<file path="src/rtl/odo_sbox_small_seq_if.sv">
// Handshake/bus bundle for odo_sbox_small_seq.
// Slave side is the sequencer. Master side is the round-state logic, the
// downstream consumer and the S-box ROM seen as one environment.
interface odo_sbox_small_seq_if #(
  parameter int NUM_SYMS = 10
) ();
  localparam int W = 6 * NUM_SYMS;

  logic         in_valid;
  logic         in_ready;
  logic [W-1:0] in_data;
  logic [5:0]   sbox_in;
  logic [5:0]   sbox_out;
  logic         out_valid;
  logic         out_ready;
  logic [W-1:0] out_data;

  modport master (
    output in_valid, in_data, sbox_out, out_ready,
    input  in_ready, sbox_in, out_valid, out_data
  );

  modport slave (
    input  in_valid, in_data, sbox_out, out_ready,
    output in_ready, sbox_in, out_valid, out_data
  );
endinterface

</file>
<file path="src/rtl/odo_sbox_small_seq.sv">
// odo_sbox_small_seq: iterative feeder/collector for one shared 6-bit S-box.
// Accepts a word of NUM_SYMS 6-bit symbols, streams one symbol per cycle to
// the external S-box (read latency SBOX_LAT), drops each registered result
// back into its slot and offers the substituted word downstream.
// Optional: define ODO_SBOX_SEQ_PERF_EN to add the 16-bit saturating
// words_done output-handshake counter.
module odo_sbox_small_seq #(
  parameter int NUM_SYMS = 10,
  parameter int SBOX_LAT = 1
) (
  input  logic        clk,
  input  logic        rst,
`ifdef ODO_SBOX_SEQ_PERF_EN
  output logic [15:0] words_done,
`endif
  odo_sbox_small_seq_if.slave bus
);
  localparam int            IW   = (NUM_SYMS > 1) ? $clog2(NUM_SYMS) : 1;
  localparam logic [IW-1:0] LAST = IW'(NUM_SYMS - 1);

  typedef enum logic [1:0] {IDLE, FEED, DRAIN, DONE} state_t;

  state_t                   state, state_nxt;
  logic [NUM_SYMS-1:0][5:0] src;       // latched input word
  logic [NUM_SYMS-1:0][5:0] res;       // substituted word being assembled
  logic [IW-1:0]            idx;       // symbol currently on sbox_in
  logic [IW-1:0]            idx_inc;
  logic                     accept, emit, last_cap;

  // Capture pipeline: stage k holds the slot of the symbol sent k cycles ago.
  // Stage SBOX_LAT lines up with the S-box result on sbox_out.
  logic [SBOX_LAT:1]          vld_pipe;
  logic [SBOX_LAT:1][IW-1:0]  idx_pipe;

  assign accept   = bus.in_valid && bus.in_ready;
  assign emit     = bus.out_valid && bus.out_ready;
  assign idx_inc  = idx + IW'(1);
  assign last_cap = vld_pipe[SBOX_LAT] && (idx_pipe[SBOX_LAT] == LAST);

  // in_ready and out_valid are decoded from state, so they never overlap.
  assign bus.in_ready  = (state == IDLE) && !rst;
  assign bus.out_valid = (state == DONE);
  assign bus.out_data  = res;

  // State register.
  always_ff @(posedge clk) begin
    if (rst) state <= IDLE;
    else     state <= state_nxt;
  end

  // Next-state: FEED runs exactly NUM_SYMS cycles, DRAIN waits for the last slot.
  always_comb begin
    state_nxt = state;
    case (state)
      IDLE:    if (accept)        state_nxt = FEED;
      FEED:    if (idx == LAST)   state_nxt = DRAIN;
      DRAIN:   if (last_cap)      state_nxt = DONE;
      DONE:    if (emit)          state_nxt = IDLE;
      default:                    state_nxt = IDLE;
    endcase
  end

  // Feeder: symbol 0 goes out on the accept edge itself, so symbol i is on
  // sbox_in during the i-th cycle after accept. sbox_in is 0 outside FEED.
  always_ff @(posedge clk) begin
    if (rst) begin
      src         <= '0;
      idx         <= '0;
      bus.sbox_in <= '0;
    end else begin
      case (state)
        IDLE: begin
          bus.sbox_in <= '0;
          if (accept) begin
            src         <= bus.in_data;
            idx         <= '0;
            bus.sbox_in <= bus.in_data[5:0];
          end
        end
        FEED: begin
          if (idx == LAST) begin
            idx         <= '0;
            bus.sbox_in <= '0;
          end else begin
            idx         <= idx_inc;
            bus.sbox_in <= src[idx_inc];
          end
        end
        default: bus.sbox_in <= '0;
      endcase
    end
  end

  // Capture pipeline shift; cleared on reset so in-flight results are dropped.
  always_ff @(posedge clk) begin
    if (rst) begin
      vld_pipe <= '0;
      idx_pipe <= '0;
    end else begin
      vld_pipe[1] <= (state == FEED);
      idx_pipe[1] <= idx;
      for (int k = 2; k <= SBOX_LAT; k++) begin
        vld_pipe[k] <= vld_pipe[k-1];
        idx_pipe[k] <= idx_pipe[k-1];
      end
    end
  end

  // Result assembly: sbox_out is only looked at when the last stage is valid.
  always_ff @(posedge clk) begin
    if (rst)                     res <= '0;
    else if (vld_pipe[SBOX_LAT]) res[idx_pipe[SBOX_LAT]] <= bus.sbox_out;
  end

`ifdef ODO_SBOX_SEQ_PERF_EN
  // Output-handshake counter, sticks at all-ones.
  always_ff @(posedge clk) begin
    if (rst)                               words_done <= '0;
    else if (emit && words_done != 16'hFFFF) words_done <= words_done + 16'd1;
  end
`endif

endmodule

</file>
<file path="src/flat_wrapper.sv">
// flat-port wrapper written by rule: the top's interface ports become plain ports
module odo_sbox_small_seq_flat 
#(
  parameter int NUM_SYMS = 10,
  parameter int SBOX_LAT = 1
)
  (clk, rst, bus_in_valid, bus_in_data, bus_sbox_out, bus_out_ready, bus_in_ready, bus_sbox_in, bus_out_valid, bus_out_data);
  odo_sbox_small_seq_if #(.NUM_SYMS(NUM_SYMS)) bus_i ();
  input  logic clk;
  input  logic rst;
  input wire logic [$bits(bus_i.in_valid)-1:0] bus_in_valid;
  input wire logic [$bits(bus_i.in_data)-1:0] bus_in_data;
  input wire logic [$bits(bus_i.sbox_out)-1:0] bus_sbox_out;
  input wire logic [$bits(bus_i.out_ready)-1:0] bus_out_ready;
  output wire logic [$bits(bus_i.in_ready)-1:0] bus_in_ready;
  output wire logic [$bits(bus_i.sbox_in)-1:0] bus_sbox_in;
  output wire logic [$bits(bus_i.out_valid)-1:0] bus_out_valid;
  output wire logic [$bits(bus_i.out_data)-1:0] bus_out_data;
  assign bus_i.in_valid = bus_in_valid;
  assign bus_i.in_data = bus_in_data;
  assign bus_i.sbox_out = bus_sbox_out;
  assign bus_i.out_ready = bus_out_ready;
  assign bus_in_ready = bus_i.in_ready;
  assign bus_sbox_in = bus_i.sbox_in;
  assign bus_out_valid = bus_i.out_valid;
  assign bus_out_data = bus_i.out_data;
  odo_sbox_small_seq #(.NUM_SYMS(NUM_SYMS), .SBOX_LAT(SBOX_LAT)) u_core (.clk(clk), .rst(rst), .bus(bus_i));
endmodule
</file>
<file path="config.mk">
export PLATFORM = sky130hd
export DESIGN_NAME = odo_sbox_small_seq_flat
export DESIGN_NICKNAME = d
export VERILOG_FILES = /design/src/rtl/odo_sbox_small_seq_if.sv /design/src/rtl/odo_sbox_small_seq.sv /design/src/flat_wrapper.sv
export SDC_FILE = /design/constraint.sdc
export NUM_CORES = 1
export LEC_CHECK = 0
export CAP_MARGIN = 0
export CORE_MARGIN = 4
export CORE_UTILIZATION = 35
export DETAILED_ROUTE_END_ITERATION = 10
export GPL_TIMING_DRIVEN = 0
export PLACE_DENSITY = 0.58
export SLEW_MARGIN = 25
export SYNTH_ARGS = -nofsm -noshare
export SYNTH_HDL_FRONTEND = slang
export SYNTH_SLANG_ARGS = --single-unit
</file>
<file path="constraint.sdc">
create_clock -name clk -period 4.6 [get_ports clk]
set_clock_uncertainty 0.05 [all_clocks]
set_input_delay 1.15 -clock clk [delete_from_list [all_inputs] [get_ports clk]]
set_output_delay 1.15 -clock clk [all_outputs]
set_load 0.01 [all_outputs]
</file>
Word level (Yosys, flattened, before mapping). Index checks and enable logic that the tools add are counted.

Logic and storage cells: 65. Flip-flop bits (word level): 137.

Add/subtract/negate cells: 1. Equal/unequal tests: 9. Reductions and logical operators: 11. Multiplexer cells: 16. Magnitude comparators: 3.

Operator list (number): $bwmux W60 (1); $bmux W6 S4 (1); $demux W6 S4 (1); $mux W6 (4); $pmux W6 S2 (1); $lt A4 B5 Y1 const B (2); $eq A4 B4 Y1 const B (2); $mux W2 (4); $mux W4 (2); $pmux W2 S4 (1); $pmux W4 S2 (1); $ne A2 B1 Y1 const B (3); $logic_and A1 B1 Y1 (5); $add A4 B1 Y4 const B (1); $eq A2 B2 Y1 const B (2); $ge A4 B1 Y1 const B (1); $reduce_and A2 Y1 (2); $reduce_and A4 Y1 (1); $eq A2 B1 Y1 const B (1); $logic_not A2 Y1 (1); $ne A2 B2 Y1 const B (1); $reduce_bool A2 Y1 (1); $logic_not A1 Y1 (1).

Logic depth before layout (Yosys ltp).
Word-level depth: 5. Mapped depth: 9. Mapped depth without buffers: 6.

Worst setup path before layout. No wires, ideal clock.

Path kind: in2out. Start point: input port rst. End point: output port bus_in_ready. Data arrival time: 1378 ps. Buffers on the path: 0. Stages on the path: 1. Path slack: 2022 ps. Path through: nor2b_1.

Cells in the longest elaborated chain, start to end: 2.

RTL lines: start: declaration (line flat_wrapper.sv:10) `input logic rst;`; $logic_not A1 Y1 (line odo_sbox_small_seq.sv:41) `assign bus.in_ready = (state == IDLE) && !rst;`; $logic_and A1 B1 Y1 (line odo_sbox_small_seq.sv:41); end: declaration (line flat_wrapper.sv:15) `output wire logic [$bits(bus_i.in_ready)-1:0] bus_in_ready;`.

Every way passes these cells.

Worst setup path after layout. Ends and elaborated chain as after synthesis.

==> reports/qor.yml <==
multi_input_area_um2: 2703
slew_viol_final: 0
dr.pass1.iters: 5
syn_area_per_cell_um2: 9.387
core_um2: 15890
ir_worst_vdd_mv: 0.2738
numCtsBuffers: 17
power-per-cell-area_nw_per_um2: 442.9
most-common-layout-cells: "dfxtp_1 (137), clkdlybuf4s50_1 (131), nand2_1 (77)"
path_clk_slew_ps: 60
comb_power_share: 0.178
crit_path_start_kind: "input pin"
ant_nets: 0
final_core_util: 0.4963
dpl_worst_slack_ps: 840.7
power_frac_clock: 0.422
worst_path_largest_cell_delay_ps: 610
syn_area_um2: 5660
synth_ff_type: "dfxtp_1"
synth_edf_count: 0
die_w_um: 135.2
tns_ps: 0
via_per_inst: 4.828
routabilityCongestion: 0.7981
clock_latency_ps: 420
critPathMaxFanout: 7
grt_usage: 0.1712
switching_share: 0.2736
portBuffers: 131
synth_area_leaders: "dfxtp_1 (48%), mux2i_1 (9.7%), nand2b_1 (6.7%)"
ys_seq_elements: 137
die_area_um2: 18270
cts_hold_buf: 0
arrival_ps: 2580
nFillCells: 1488
initial_utilization: 0.3563
post_cts_buffers: 0
regArea_um2: 2743
internal_power_mw: 2.536
synth_top_area_frac: 0.4845
die_h_um: 135.2
drc_errors: 0
rsz0062_at_grt: "no"
grt_pass1_vias: 4812
min_period_ps: 3784
htreeDepth: 4
finalWorstSetupSlack_ps: 816.2
syn_to_final_growth_pct: 39.28
cts_root_buf: "clkbuf_16"
wl_per_cell_um: 15.73
async_flop_share: 0
final_nets: 830
synth_cell_type_count: 43
n_antenna_cell: 0
drv_cap: 0
status: "completed"
drive_above_1_share: 0.09922
final_cell_area_um2: 7884
drtIter0Drc: 226
rows: 46
switchingPower_uw: 955.2
period_share: 0.8226
synth-seq-area-share: 0.4845
crit_path_frequent_cell: "clkdlybuf4s50_1"
cts_resized: 0
synthCells: 603
leakage_nw: 3.036
wirelength_mm: 15.44
dp.final_hpwl_mm: 11.78
grt_pass1_wl_mm: 24.50
fmax_ghz: 0.2643
cts_max_path_buffers: 2
grt_overflow_total: 0
finalSetupViolCount: 0
yosys_warnings: 0
placed_cell_area_um2: 7242
endpoint_kind: "primary output"
vias: 4741
ios: 138
layout_commonest_cell: "dfxtp_1"
crit_chain: "clkdlybuf4s50_1 -> nor2b_1 -> clkdlybuf4s50_1"
antenna_found_initial: 0
cts.sinks: 137
path_class: "in -> out"
grt_max_degree: 17
worstMarginPinSlew_ps: 841.9
hold_viol: 0
slew_headroom: 0.4336
synth_nets: 680
seq_power_share: 0.400
critPathSlowestCell: "clkdlybuf4s50_1"
cts_tree: "done"
yosysTopAreaCell: "dfxtp_1"
required_ps: 3400
worstHoldPathType: "reg -> reg"
flip-flops by register name, summed over array words and instances, names as in the netlist:
register             flops
u_core.idx_pipe          4
u_core.state             2
u_core.bus.sbox_in       6
u_core.vld_pipe          1
u_core.src              60
u_core.bus.out_data     60
u_core.idx               4
critical path: cells and delay by family:
kind          cells  cell delay [ps]
buf+inv           2             1130
simple gates      1              300
cell usage after synthesis, types with 3 or more instances:
master    number
nand2b_1      61
nor2_2         3
nor4_1         3
nand3b_1       4
inv_1          5
nand2_1       77
mux4_2        12
a21oi_1       14
mux2_2         6
o21ai_0       74
buf_2         16
dfxtp_1      137
nand4_1        6
mux2i_1       55
ha_1           7
nor2_1        59
nand3_1        8
buf_1          5
nor2b_1        7
clkbuf_1      21
layer usage:
metal  wire length (µm)  track usage  vias up
met2               7231       0.2810      171
li1                   -            -     2337
met1               6904       0.2180     2211
met3               1064      0.04569       22
met5                  0            0        -
met4                243      0.06103        0
metrics by stage:
stage / power [mW] / hold slack (ps) / instances
after floorplan: 1.796 / 383.2 / 603
after global placement: 2.033 / 394.0 / 950
after detailed placement: 2.045 / 405.2 / 950
after CTS: 3.526 / 413.5 / 982
after global routing: 3.649 / 440.7 / 982
final: 3.491 / 411.4 / 982
final timing paths:
path | startpoint | endpoint | slack (ps) | cells after the start
worst max-delay path | rst | bus_in_ready | 820 | 3
worst min register to register | u_core.src[5] | u_core.src[5] | 410 | 2
worst min-delay path | u_core.src[5] | u_core.src[5] | 410 | 2
worst max register to register | u_core.idx[1] | u_core.bus.sbox_in[3] | 2180 | 7
layout make-up:
| cell class | count | area share |
|---|---|---|
| buffer | 44 | 0.02492 |
| clock buffer | 17 | 0.05396 |
| clock inverter | 15 | 0.02746 |
| inverter | 5 | 0.002381 |
| multi-input combinational | 417 | 0.3428 |
| sequential | 137 | 0.3479 |
| tap | 216 | 0.03428 |
| timing repair buffer | 131 | 0.1663 |
power groups by stage:
stage	clock network [mW]	logic, mW	registers [mW]
floorplan	0	0.392	1.40
global placement	0	0.618	1.41
detailed placement	0	0.626	1.42
CTS	1.50	0.632	1.40
global route	1.55	0.691	1.41
finish	1.47	0.622	1.40
cells by family (layout without fill, tap and decap cells):
kind of cell	count (synthesis)	in the layout	share of synthesized area
compound gates	97	97	0.09085
xor+xnor	1	1	0.001548
fa+ha+maj	7	7	0.01547
buf+inv	49	212	0.03802
flops	137	137	0.4845
mux	73	73	0.1569
simple gates	239	239	0.2126
Power figures use the tool's default switching activity.
